### config.mk
export PLATFORM = sky130hd
export DESIGN_NAME = id_ex_stage
export DESIGN_NICKNAME = d
export VERILOG_FILES = /design/src/rtl/mips_pkg.sv /design/src/rtl/fwd_unit.sv /design/src/rtl/id_ex_stage.sv
export SDC_FILE = /design/constraint.sdc
export NUM_CORES = 1
export LEC_CHECK = 0
export CAP_MARGIN = 20
export CORE_MARGIN = 2
export CORE_UTILIZATION = 45
export CTS_BUF_LIST = sky130_fd_sc_hd__clkbuf_4
export DETAILED_ROUTE_END_ITERATION = 8
export GPL_ROUTABILITY_DRIVEN = 0
export PLACE_DENSITY = 0.9
export SLEW_MARGIN = 40
export SYNTH_ARGS = -nofsm -noshare
export SYNTH_HDL_FRONTEND = slang
export SYNTH_SLANG_ARGS = --single-unit
### constraint.sdc
create_clock -name clk -period 5 [get_ports clk]
set_input_delay 0.75 -clock clk [delete_from_list [all_inputs] [get_ports clk]]
set_output_delay 0.75 -clock clk [all_outputs]
set_load 0.05 [all_outputs]
### src/rtl/mips_pkg.sv
// Shared MIPS decode constants: opcodes, R-type functs, ALU op codes and the
// bit layout of the EX control nibble, plus the opcode/funct decoder.
package mips_pkg;

  localparam logic [5:0] OPC_RTYPE = 6'h00;
  localparam logic [5:0] OPC_ADDI  = 6'h08;
  localparam logic [5:0] OPC_ADDIU = 6'h09;
  localparam logic [5:0] OPC_SLTI  = 6'h0A;
  localparam logic [5:0] OPC_ANDI  = 6'h0C;
  localparam logic [5:0] OPC_ORI   = 6'h0D;
  localparam logic [5:0] OPC_XORI  = 6'h0E;
  localparam logic [5:0] OPC_LW    = 6'h23;
  localparam logic [5:0] OPC_SW    = 6'h2B;
  localparam logic [5:0] OPC_BEQ   = 6'h04;

  localparam logic [5:0] FN_ADD  = 6'h20;
  localparam logic [5:0] FN_ADDU = 6'h21;
  localparam logic [5:0] FN_SUB  = 6'h22;
  localparam logic [5:0] FN_SUBU = 6'h23;
  localparam logic [5:0] FN_AND  = 6'h24;
  localparam logic [5:0] FN_OR   = 6'h25;
  localparam logic [5:0] FN_XOR  = 6'h26;
  localparam logic [5:0] FN_NOR  = 6'h27;
  localparam logic [5:0] FN_SLT  = 6'h2A;

  typedef enum logic [3:0] {
    ALU_AND     = 4'b0000,
    ALU_OR      = 4'b0001,
    ALU_ADD     = 4'b0010,
    ALU_XOR     = 4'b0100,
    ALU_NOR     = 4'b0101,
    ALU_SUB     = 4'b0110,
    ALU_SLT     = 4'b0111,
    ALU_XORI    = 4'b1001,
    ALU_ILLEGAL = 4'b1111
  } aluOp_t;

  localparam int CTRL_REG_WRITE = 3;
  localparam int CTRL_MEM_READ  = 2;
  localparam int CTRL_MEM_WRITE = 1;
  localparam int CTRL_BRANCH    = 0;

  localparam logic [3:0] CTRL_ALU    = 4'(1 << CTRL_REG_WRITE);
  localparam logic [3:0] CTRL_LOAD   = 4'((1 << CTRL_REG_WRITE) | (1 << CTRL_MEM_READ));
  localparam logic [3:0] CTRL_STORE  = 4'(1 << CTRL_MEM_WRITE);
  localparam logic [3:0] CTRL_BRANCH_ONLY = 4'(1 << CTRL_BRANCH);

  typedef struct packed {
    logic       illegal;
    aluOp_t     op;
    logic [3:0] ctrl;
    logic       useImm;
    logic       signExt;
    logic       destIsRd;
  } decode_t;

  function automatic decode_t decodeInstr(input logic [5:0] opcode, input logic [5:0] funct);
    decode_t d;
    d = '{illegal: 1'b0, op: ALU_AND, ctrl: 4'b0000, useImm: 1'b0, signExt: 1'b1, destIsRd: 1'b0};
    case (opcode)
      OPC_RTYPE: begin
        d.ctrl     = CTRL_ALU;
        d.destIsRd = 1'b1;
        case (funct)
          FN_AND:          d.op = ALU_AND;
          FN_OR:           d.op = ALU_OR;
          FN_ADD, FN_ADDU: d.op = ALU_ADD;
          FN_XOR:          d.op = ALU_XOR;
          FN_NOR:          d.op = ALU_NOR;
          FN_SUB, FN_SUBU: d.op = ALU_SUB;
          FN_SLT:          d.op = ALU_SLT;
          default:         d.illegal = 1'b1;
        endcase
      end
      OPC_ADDI, OPC_ADDIU: begin d.op = ALU_ADD; d.ctrl = CTRL_ALU; d.useImm = 1'b1; end
      OPC_SLTI: begin d.op = ALU_SLT; d.ctrl = CTRL_ALU; d.useImm = 1'b1; end
      OPC_ANDI: begin d.op = ALU_AND; d.ctrl = CTRL_ALU; d.useImm = 1'b1; d.signExt = 1'b0; end
      OPC_ORI:  begin d.op = ALU_OR; d.ctrl = CTRL_ALU; d.useImm = 1'b1; d.signExt = 1'b0; end
      OPC_XORI: begin d.op = ALU_XORI; d.ctrl = CTRL_ALU; d.useImm = 1'b1; d.signExt = 1'b0; end
      OPC_LW:   begin d.op = ALU_ADD; d.ctrl = CTRL_LOAD; d.useImm = 1'b1; end
      OPC_SW:   begin d.op = ALU_ADD; d.ctrl = CTRL_STORE; d.useImm = 1'b1; end
      OPC_BEQ:  begin d.op = ALU_SUB; d.ctrl = CTRL_BRANCH_ONLY; end
      default:  d.illegal = 1'b1;
    endcase
    if (d.illegal) begin
      d.op     = ALU_ILLEGAL;
      d.ctrl   = 4'b0000;
      d.useImm = 1'b0;
    end
    return d;
  endfunction

endpackage

### src/rtl/fwd_unit.sv
// Operand bypass: picks the youngest in-flight writer of a source register,
// falling back to the value latched from the register file.
module fwd_unit #(
  parameter int ANCHO_BUS = 32
) (
  input  logic [4:0]           src_i,
  input  logic [ANCHO_BUS-1:0] regData_i,
  input  logic                 exmemRegWrite_i,
  input  logic [4:0]           exmemDest_i,
  input  logic [ANCHO_BUS-1:0] exmemResult_i,
  input  logic                 memwbRegWrite_i,
  input  logic [4:0]           memwbDest_i,
  input  logic [ANCHO_BUS-1:0] memwbResult_i,
  output logic [ANCHO_BUS-1:0] data_o
);

  logic srcNonZero;
  assign srcNonZero = (src_i != 5'd0);

  always_comb begin
    data_o = regData_i;
    if (exmemRegWrite_i && srcNonZero && (exmemDest_i == src_i)) begin
      data_o = exmemResult_i;
    end else if (memwbRegWrite_i && srcNonZero && (memwbDest_i == src_i)) begin
      data_o = memwbResult_i;
    end
  end

endmodule

### src/rtl/id_ex_stage.sv
// ID/EX pipeline register for the MIPS core: decodes the instruction, latches
// operands, forwards from later stages and detects load-use hazards.
module id_ex_stage
  import mips_pkg::*;
#(
  parameter int ANCHO_BUS = 32
) (
  input  logic                 clk,
  input  logic                 rst,
  input  logic                 stall,
  input  logic                 flush,
  input  logic                 id_valid,
  input  logic [31:0]          id_instr,
  input  logic [ANCHO_BUS-1:0] id_rs_data,
  input  logic [ANCHO_BUS-1:0] id_rt_data,
  input  logic                 exmem_reg_write,
  input  logic [4:0]           exmem_dest,
  input  logic [ANCHO_BUS-1:0] exmem_result,
  input  logic                 memwb_reg_write,
  input  logic [4:0]           memwb_dest,
  input  logic [ANCHO_BUS-1:0] memwb_result,
  output logic [ANCHO_BUS-1:0] alu_data1,
  output logic [ANCHO_BUS-1:0] alu_data2,
  output logic [3:0]           alu_operation,
  output logic [ANCHO_BUS-1:0] ex_store_data,
  output logic [4:0]           ex_dest,
  output logic [3:0]           ex_ctrl,
  output logic                 ex_valid,
  output logic                 ex_illegal,
  output logic                 load_use_stall
);

  typedef struct packed {
    logic                 valid;
    logic                 illegal;
    logic                 useImm;
    logic [3:0]           op;
    logic [3:0]           ctrl;
    logic [4:0]           dest;
    logic [4:0]           rsNum;
    logic [4:0]           rtNum;
    logic [ANCHO_BUS-1:0] rsData;
    logic [ANCHO_BUS-1:0] rtData;
    logic [ANCHO_BUS-1:0] imm;
  } stage_t;

  stage_t  stage_q, stage_d, loadVal;
  decode_t dec;
  logic [ANCHO_BUS-1:0] rsFwd, rtFwd;

  // An all-zero stage is the bubble, so flush, hazard and reset share it.
  always_comb begin
    dec             = decodeInstr(id_instr[31:26], id_instr[5:0]);
    loadVal         = '0;
    loadVal.valid   = 1'b1;
    loadVal.illegal = dec.illegal;
    loadVal.useImm  = dec.useImm;
    loadVal.op      = dec.op;
    loadVal.ctrl    = dec.ctrl;
    loadVal.dest    = !dec.ctrl[CTRL_REG_WRITE] ? 5'd0 :
                      (dec.destIsRd ? id_instr[15:11] : id_instr[20:16]);
    loadVal.rsNum   = id_instr[25:21];
    loadVal.rtNum   = id_instr[20:16];
    loadVal.rsData  = id_rs_data;
    loadVal.rtData  = id_rt_data;
    loadVal.imm     = dec.signExt ? {{(ANCHO_BUS-16){id_instr[15]}}, id_instr[15:0]}
                                  : {{(ANCHO_BUS-16){1'b0}}, id_instr[15:0]};
    if (flush) begin
      stage_d = '0;
    end else if (stall) begin
      stage_d = stage_q;
    end else if (load_use_stall || !id_valid) begin
      stage_d = '0;
    end else begin
      stage_d = loadVal;
    end
  end

  always_ff @(posedge clk) begin
    if (rst) begin
      stage_q <= '0;
    end else begin
      stage_q <= stage_d;
    end
  end

  fwd_unit #(.ANCHO_BUS(ANCHO_BUS)) uFwdRs (
    .src_i(stage_q.rsNum), .regData_i(stage_q.rsData),
    .exmemRegWrite_i(exmem_reg_write), .exmemDest_i(exmem_dest), .exmemResult_i(exmem_result),
    .memwbRegWrite_i(memwb_reg_write), .memwbDest_i(memwb_dest), .memwbResult_i(memwb_result),
    .data_o(rsFwd)
  );

  fwd_unit #(.ANCHO_BUS(ANCHO_BUS)) uFwdRt (
    .src_i(stage_q.rtNum), .regData_i(stage_q.rtData),
    .exmemRegWrite_i(exmem_reg_write), .exmemDest_i(exmem_dest), .exmemResult_i(exmem_result),
    .memwbRegWrite_i(memwb_reg_write), .memwbDest_i(memwb_dest), .memwbResult_i(memwb_result),
    .data_o(rtFwd)
  );

  assign alu_data1     = rsFwd;
  assign ex_store_data = rtFwd;
  assign alu_data2     = stage_q.useImm ? stage_q.imm : rtFwd;
  assign alu_operation = stage_q.valid ? stage_q.op : 4'b0000;
  assign ex_ctrl       = stage_q.valid ? stage_q.ctrl : 4'b0000;
  assign ex_illegal    = stage_q.valid & stage_q.illegal;
  assign ex_valid      = stage_q.valid;
  assign ex_dest       = stage_q.dest;

  assign load_use_stall = stage_q.valid & stage_q.ctrl[CTRL_MEM_READ] & (stage_q.dest != 5'd0) &
                          id_valid & ((stage_q.dest == id_instr[25:21]) |
                                      (stage_q.dest == id_instr[20:16]));

endmodule

Word level (Yosys, flattened, before mapping) --
Cells that the tools add are included.
Storage, ports and cells: register bits after elaboration 122, latch bits 0, memory bits (writable) 0, memory bits (read-only) 0, input bits 177, output and inout port bits 112, logic and storage cells 81, memories 0
Operators by class: add/subtract/negate cells 0, multiply operators 0, div/mod/pow operators 0, order comparisons 0, equality and inequality tests 24, shifts and indexed selects 0, muxes and demuxes 18, bitwise logic cells 6, reduce and logical (&&, ||, !) cells 22
Operators by type and width (count):
- $mux W32 | 6
- $mux W122 | 1
- $pmux W8 S9 | 1
- $eq A6 B6 Y1 const B | 11
- $eq A6 B4 Y1 const B | 6
- $eq A5 B5 Y1 | 6
- $pmux W3 S6 | 1
- $reduce_or A9 Y1 | 2
- $reduce_bool A5 Y1 | 3
- $mux W5 | 2
- $mux W9 | 1
- $logic_and A1 B1 Y1 | 8
- $mux W4 | 2
- $reduce_or A2 Y1 | 4
- $reduce_or A8 Y1 | 1
- $eq A6 B3 Y1 const B | 1
- $logic_not A6 Y1 | 1
- $and A1 B1 Y1 | 5
- $mux W1 | 3
- $reduce_or A3 Y1 | 1
- $pmux W1 S2 | 1
- $logic_not A1 Y1 | 1
- $logic_or A1 B1 Y1 | 1
- $or A1 B1 Y1 | 1

Longest topological paths before layout --
Gate-level depths: netlist of run 1.
depth in word-level cells 7, gate-level depth with buffers 8, gate-level depth less buffers 6

By module --
From an unflattened synthesis of run 1, not the netlist that was laid out.
Unflattened totals: cell total of the unflattened synthesis 743, area, all modules 6067.1 µm²
By module, submodules not included:
- id_ex_stage | instances 1, cells an instance 405, area each 4170.2 µm², sequential area each 2142.1 µm²
- fwd_unit | instances 2, cells an instance 169, area each 948.4 µm², sequential area each 0.0 µm²

Worst setup path before layout of run 1 --
No wires, ideal clock.
path type input -> output, start point input port exmem_dest[0], end point output port alu_data2[0], data arrival time 2.965 ns, required time 4.250 ns, slack 1.285 ns, cell stages on the path 6, path buffers 2, cells stage by stage xor2_1 -> or4_1 -> buf_6 -> buf_6 -> a21oi_1 -> mux2_2
Between the ends: word-level cells in the longest chain between the ends 4
Ends and longest elaborated chain:
- start, declared | line id_ex_stage.sv:17 | input logic [4:0] exmem_dest,
- $eq A5 B5 Y1 | line fwd_unit.sv:22 | if (exmemRegWrite_i && srcNonZero && (exmemDest_i == src_i)) begin
- $logic_and A1 B1 Y1 | line fwd_unit.sv:22
- $mux W32 | line fwd_unit.sv:22
- named net ex_store_data[0] | line id_ex_stage.sv:25 | output logic [ANCHO_BUS-1:0] ex_store_data,
- $mux W32 | line id_ex_stage.sv:103 | assign alu_data2 = stage_q.useImm ? stage_q.imm : rtFwd;
- end, declared | line id_ex_stage.sv:23 | output logic [ANCHO_BUS-1:0] alu_data2,
The timed path passes the listed nets, and every way through them passes these cells.

Worst setup path in the final report of run 1 --
start point input port exmem_dest[2], end point output port alu_data2[31]
Between the ends: word-level cells in the longest chain between the ends 4
Ends and longest elaborated chain (line):
- $eq A5 B5 Y1 | fwd_unit.sv:22
- $logic_and A1 B1 Y1 | fwd_unit.sv:22
- $mux W32 | fwd_unit.sv:22
- $mux W32 | id_ex_stage.sv:103
Every way passes these cells.

==> flow_summary.ini, run 1 <==
[die]
dieWidth_um = 119
coreArea_um2 = 13100
die_area_um2 = 14200
die-height_um = 119
rows = 42
start_util = 0.456
io_pins = 289

[cts]
post-cts-setup-buffers = 0
cts_root_buf = clkbuf_4
clockBufferDepth = 2
cts_sinks = 107
insertion_delay_ns = 0.48
cts_buffers = 9
h-tree-depth = 3
cts_tree = built
clkTransAtPathRegs_ns = 0.15
cts_hold_buf = 0
cts-resized-gates = 0

[logic_synthesis]
syn_area_per_cell_um2 = 9.65
seq_area_frac_synth = 0.359
synthArstFlopShare = 0
synth_nets = 795
synth.top_cell.area_share = 0.359
synth_top_flop_cell = dfxtp_1
synth_top_area_cell = dfxtp_1
synth_cells = 618
synth-seq-cells = 107
yosys_warnings = 0
synth_edf_count = 0
synth.top_cells.by_area = dfxtp_1 (36%), a22o_1 (14%), mux2i_1 (11%), mux2_2 (7.0%), a21oi_2 (4.4%)
syn_area_um2 = 5960
ys_types = 47

[power]
p_per_area_nw_per_um2 = 183
cellLeakagePower_nw = 3.17
vdd_drop_max_v = 0.000155
power_mw = 1.64

[run]
max_cap_viol_count = 0

[global_route]
use_met2 = 0.481
grt_pass1_wl_um = 30300
met1_usage = 0.318
top_usage_layer = met2
grt_pass1_vias = 5607
grt_use_total = 0.272
grt_max_degree = 96
grt_antenna_before_repair = 1
grt_overflow = 0
gr-usage-met3 = 0.0560

[routing]
viasPerCell = 5.51
dr.pass1.iters = 5
dr_total_vias = 5796
initialDrtViolationCount = 358
drc = 0
wire_per_inst_um = 18.7
drtAntennaViolNets = 0
drt_wl_total_um = 19700

[final_layout]
fin_util = 0.686
fillerInstances = 1022
stdcell_area_um2 = 8970
nNetsFinal = 1047
syn2layout_area_growth_pct = 50.4
multi_input_area_um2 = 3490
final_cell_count_no_fill = 1051
layout-drive-gt1-share = 0.118
seq_area_um2 = 2150

[timing]
hold_viol = 0
worstMarginPinSlew_ns = 0.685
tns_ns = 0
min_period_ns = 4.65
period_share = 0.930
max_slew_margin = 0.543
setup_viol = 0
fmax_ghz = 0.215
final-max-slew-violation-count = 0
skew_ns = 0.0149
rsz0062_at_grt = no

[critical_path]
rrSetupSlack_ns = 2.86
arrival_ns = 3.90
startpoint_type = input pin
cp-startpoint = exmem_dest[2]
path_max_fanout = 48
r2r-start = ex_dest[0]
endpoint_kind = output pin
worstSetupPathType = input pin to output pin
worstRegToRegCells = 6
worst_ep_required_time_ns = 4.25

[worst_hold_path]
hp-start = stage_q[118]
holdPathStages = 2
hold_class = flop to flop

[placement]
post_dp_cell_area_um2 = 8870
port_buffers = 288
dp_cells = 1035
hpwl_um = 14800

[run_status]
status = completed
per-stage QoR:
stage | worst slack (ns) | hold WS, ns
floorplan | 1.28 | 0.417
global placement | 0.435 | 0.439
detailed placement | 0.367 | 0.441
CTS | 0.363 | 0.474
global route | 0.210 | 0.487
finish | 0.351 | 0.473
final cells by class:
cell class                      count  area share
Tap cell                          176      0.0246
Inverter                            4     0.00167
Multi-Input combinational cell    451       0.389
Antenna cell                        1    0.000279
Clock buffer                        9     0.00753
Clock inverter                      6     0.00377
Timing Repair Buffer              297       0.334
Sequential cell                   107       0.239
cell usage after synthesis (2+ instances only):
| cell | number |
|---|---|
| nand3_1 | 5 |
| a32o_1 | 7 |
| nor2_1 | 40 |
| inv_1 | 4 |
| buf_6 | 10 |
| nor2b_1 | 2 |
| mux2i_1 | 64 |
| a21oi_1 | 7 |
| a22o_1 | 93 |
| xor2_1 | 18 |
| nand4_1 | 5 |
| nor3_1 | 5 |
| or3_1 | 2 |
| and2_1 | 12 |
| and3_1 | 2 |
| mux2_2 | 37 |
| clkbuf_1 | 27 |
| or4_1 | 4 |
| a21oi_2 | 30 |
| dfxtp_1 | 107 |
| o31ai_1 | 5 |
| buf_4 | 11 |
| nor2_2 | 2 |
| o21ai_0 | 28 |
| nor4_4 | 2 |
| nand2_1 | 40 |
| xnor2_1 | 12 |
| o21ai_1 | 11 |
| buf_2 | 8 |
critical path, stage by stage:
cell and delay, ns:
clkdlybuf4s50_1 0.52, xnor2_1 0.13, nand4_1 0.13, or4_2 0.83, buf_12 0.30, a21oi_1 0.22
mux2_2 0.19, clkdlybuf4s50_1 0.80
where the power goes:
| part | switching [mW] | total (mW) | internal [mW] | leakage (nW) |
|---|---|---|---|---|
| sequential | 0.0131 | 0.883 | 0.869 | 0.867 |
| combinational | 0.179 | 0.379 | 0.200 | 2.25 |
| clock | 0.286 | 0.382 | 0.0955 | 0.0550 |
cell usage in the layout, fill, tap and decap left out, drive strengths merged, types with 2 or more instances in the layout:
| cell | count |
|---|---|
| clkbuf | 9 |
| nor2b | 2 |
| nand3 | 5 |
| nor4 | 4 |
| mux2i | 64 |
| a32o | 7 |
| o21ai | 40 |
| or4 | 4 |
| xor2 | 18 |
| and3 | 2 |
| mux2 | 37 |
| nand4 | 5 |
| and2 | 12 |
| nor3 | 6 |
| nand2 | 40 |
| o31ai | 5 |
| a22o | 93 |
| buf | 10 |
| clkdlybuf4s50 | 287 |
| clkinv | 4 |
| xnor2 | 12 |
| inv | 4 |
| or3 | 2 |
| dfxtp | 107 |
| a21oi | 37 |
| o211ai | 2 |
| nor2 | 42 |
| clkinvlp | 2 |
registers in the layout, indices dropped and copies added (netlist names):
register  count
stage_q     101
ex_dest       5
ex_valid      1
logic make-up after synthesis:
logic type,after synthesis,synth area share
and+or+nand+nor,127,0.106
buffers and inverters,60,0.0590
DFF,107,0.359
AOI/OAI and AO/OA,192,0.253
adders and majority gates,1,0.00168
xor gates and xnor gates,30,0.0441
muxes,101,0.177
routing by layer:
metal  share of wire  up-vias
li1                -     2794
met1            0.40     2745
met2            0.51      224
met3           0.065       33
met4           0.028        0
met5               0        -
worst paths after layout:
kind,endpoint
worst max-delay path,alu_data2[31]
worst min-delay path,stage_q[118]
worst max register to register,stage_q[30]
worst min register to register,stage_q[118]
Note: power is estimated with default switching activity, not from simulation.
==> inputs of run 2 (changes only) <==
Settings changed: SLEW_MARGIN 40 to 10.
==> run 2 against run 1 <==
Compared with the run above:
- fmax barely moved
- die area is the same
- global-route usage is 0.12 points lower
- critical endpoint unchanged
==> flow_summary.ini, run 2 (synthesis results as in run 1) <==
[worst_hold_path]
hold_class = flop to flop

[timing]
rsz0062_at_grt = no
fmax_ghz = 0.215
tns_ns = 0
hold_viol = 0
max_slew_margin = 0.362
worstMarginPinSlew_ns = 0.958
skew_ns = 0.0147
min_period_ns = 4.65
final-max-slew-violation-count = 0
period_share = 0.930
setup_viol = 0

[routing]
wire_per_inst_um = 18.7
drc = 0
initialDrtViolationCount = 313
drt_wl_total_um = 19700
dr_total_vias = 5808
dr.pass1.iters = 4
viasPerCell = 5.52
drtAntennaViolNets = 0

[final_layout]
stdcell_area_um2 = 9050
final_common_cell = clkdlybuf4s50_1
top_register = stage_q
seq_area_um2 = 2140
largest_reg_flops = 101
nNetsFinal = 1047
syn2layout_area_growth_pct = 51.8
layout-drive-gt1-share = 0.119
layout_common_cells = clkdlybuf4s50_1 (287), dfxtp_1 (106), a22o_1 (93)
fillerInstances = 1020
multi_input_area_um2 = 3490

[die]
die_area_um2 = 14200
dieWidth_um = 119
io_pins = 289
die-height_um = 119
coreArea_um2 = 13100
rows = 42
start_util = 0.456

[critical_path]
endpoint_kind = output pin
cp_common_cell = clkdlybuf4s50_1
cp_slowest_cell = or4_2
critical_path.top_delay_family = buffers and inverters
worstSetupPathType = input pin to output pin
critPathMaxStageDelay_ns = 0.83
path_max_fanout = 48
cp_cell_sequence = clkdlybuf4s50_1, xnor2_1, nand4_1, or4_2, buf_12, a21oi_1, mux2_2, clkdlybuf4s50_1
path_buf_inv = 3
worst_ep_required_time_ns = 4.25
arrival_ns = 3.90
startpoint_type = input pin

[run_status]
status = completed

[cts]
insertion_delay_ns = 0.46
cts-resized-gates = 0
cts_root_buf = clkbuf_4
h-tree-depth = 3
cts_buffers = 9
cts_hold_buf = 0
cts_sinks = 107
cts_tree = built
clkTransAtPathRegs_ns = 0.16
clockBufferDepth = 2
post-cts-setup-buffers = 0

[global_route]
grt_max_degree = 103
grt_antenna_before_repair = 2
grt_pass1_vias = 5620
grt_overflow = 0
grt_use_total = 0.271
grt_pass1_wl_um = 30400

[power]
cellLeakagePower_nw = 3.22
vdd_drop_max_v = 0.000150
p_per_area_nw_per_um2 = 200

[placement]
hpwl_um = 14600
post_dp_cell_area_um2 = 8840
port_buffers = 288

[run]
max_cap_viol_count = 0
-- run 2: metal layers --
layer  wire, um  track usage  up-vias
met2      10000        0.487      248
li1           -            -     2788
met5          0            0        -
met3       1390       0.0589       24
met4        383       0.0737        0
met1       7900        0.324     2748
-- run 2: power breakdown --
| group | internal [mW] | total (mW) | switching [mW] |
|---|---|---|---|
| registers | 0.870 | 0.883 | 0.0131 |
| clock network | 0.253 | 0.545 | 0.292 |
| logic | 0.200 | 0.379 | 0.179 |
-- run 2: metrics by stage --
| stage | power (mW) | instances | worst slack [ns] | hold slack [ns] | utilization |
|---|---|---|---|---|---|
| after global placement | 1.27 | 1034 | 0.435 | 0.439 | 0.676 |
| after CTS | 1.81 | 1050 | 0.353 | 0.472 | 0.690 |
| after global routing | 1.88 | 1052 | 0.207 | 0.500 | 0.692 |
| after floorplan | 1.06 | 618 | 1.28 | 0.417 | - |
| after detailed placement | 1.28 | 1034 | 0.361 | 0.436 | 0.676 |
| final | 1.81 | 1052 | 0.351 | 0.475 | 0.692 |
-- run 2: worst paths after layout --
kind,start,end,slack [ns],cells after the start
worst max-delay path,exmem_dest[2],alu_data2[31],0.35,8
worst min-delay path,stage_q[118],stage_q[118],0.47,2
worst max register to register,ex_dest[0],stage_q[30],2.84,6
worst min register to register,stage_q[118],stage_q[118],0.47,2
-- run 2: cell type report --
| cell class | instances | share of cell area |
|---|---|---|
| clock buffer | 9 | 0.00747 |
| tap | 176 | 0.0243 |
| clock inverter | 7 | 0.0129 |
| multi-input combinational | 451 | 0.385 |
| antenna | 1 | 0.000277 |
| timing repair buffer | 297 | 0.331 |
| inverter | 4 | 0.00166 |
| sequential | 107 | 0.237 |
-- run 2: tightest hold or removal path, delay by kind of cell, from the launching register on --
kind	cells	cell delay (ns)
flops	1	0.34
simple gates	1	0.05
compound gates	1	0.06
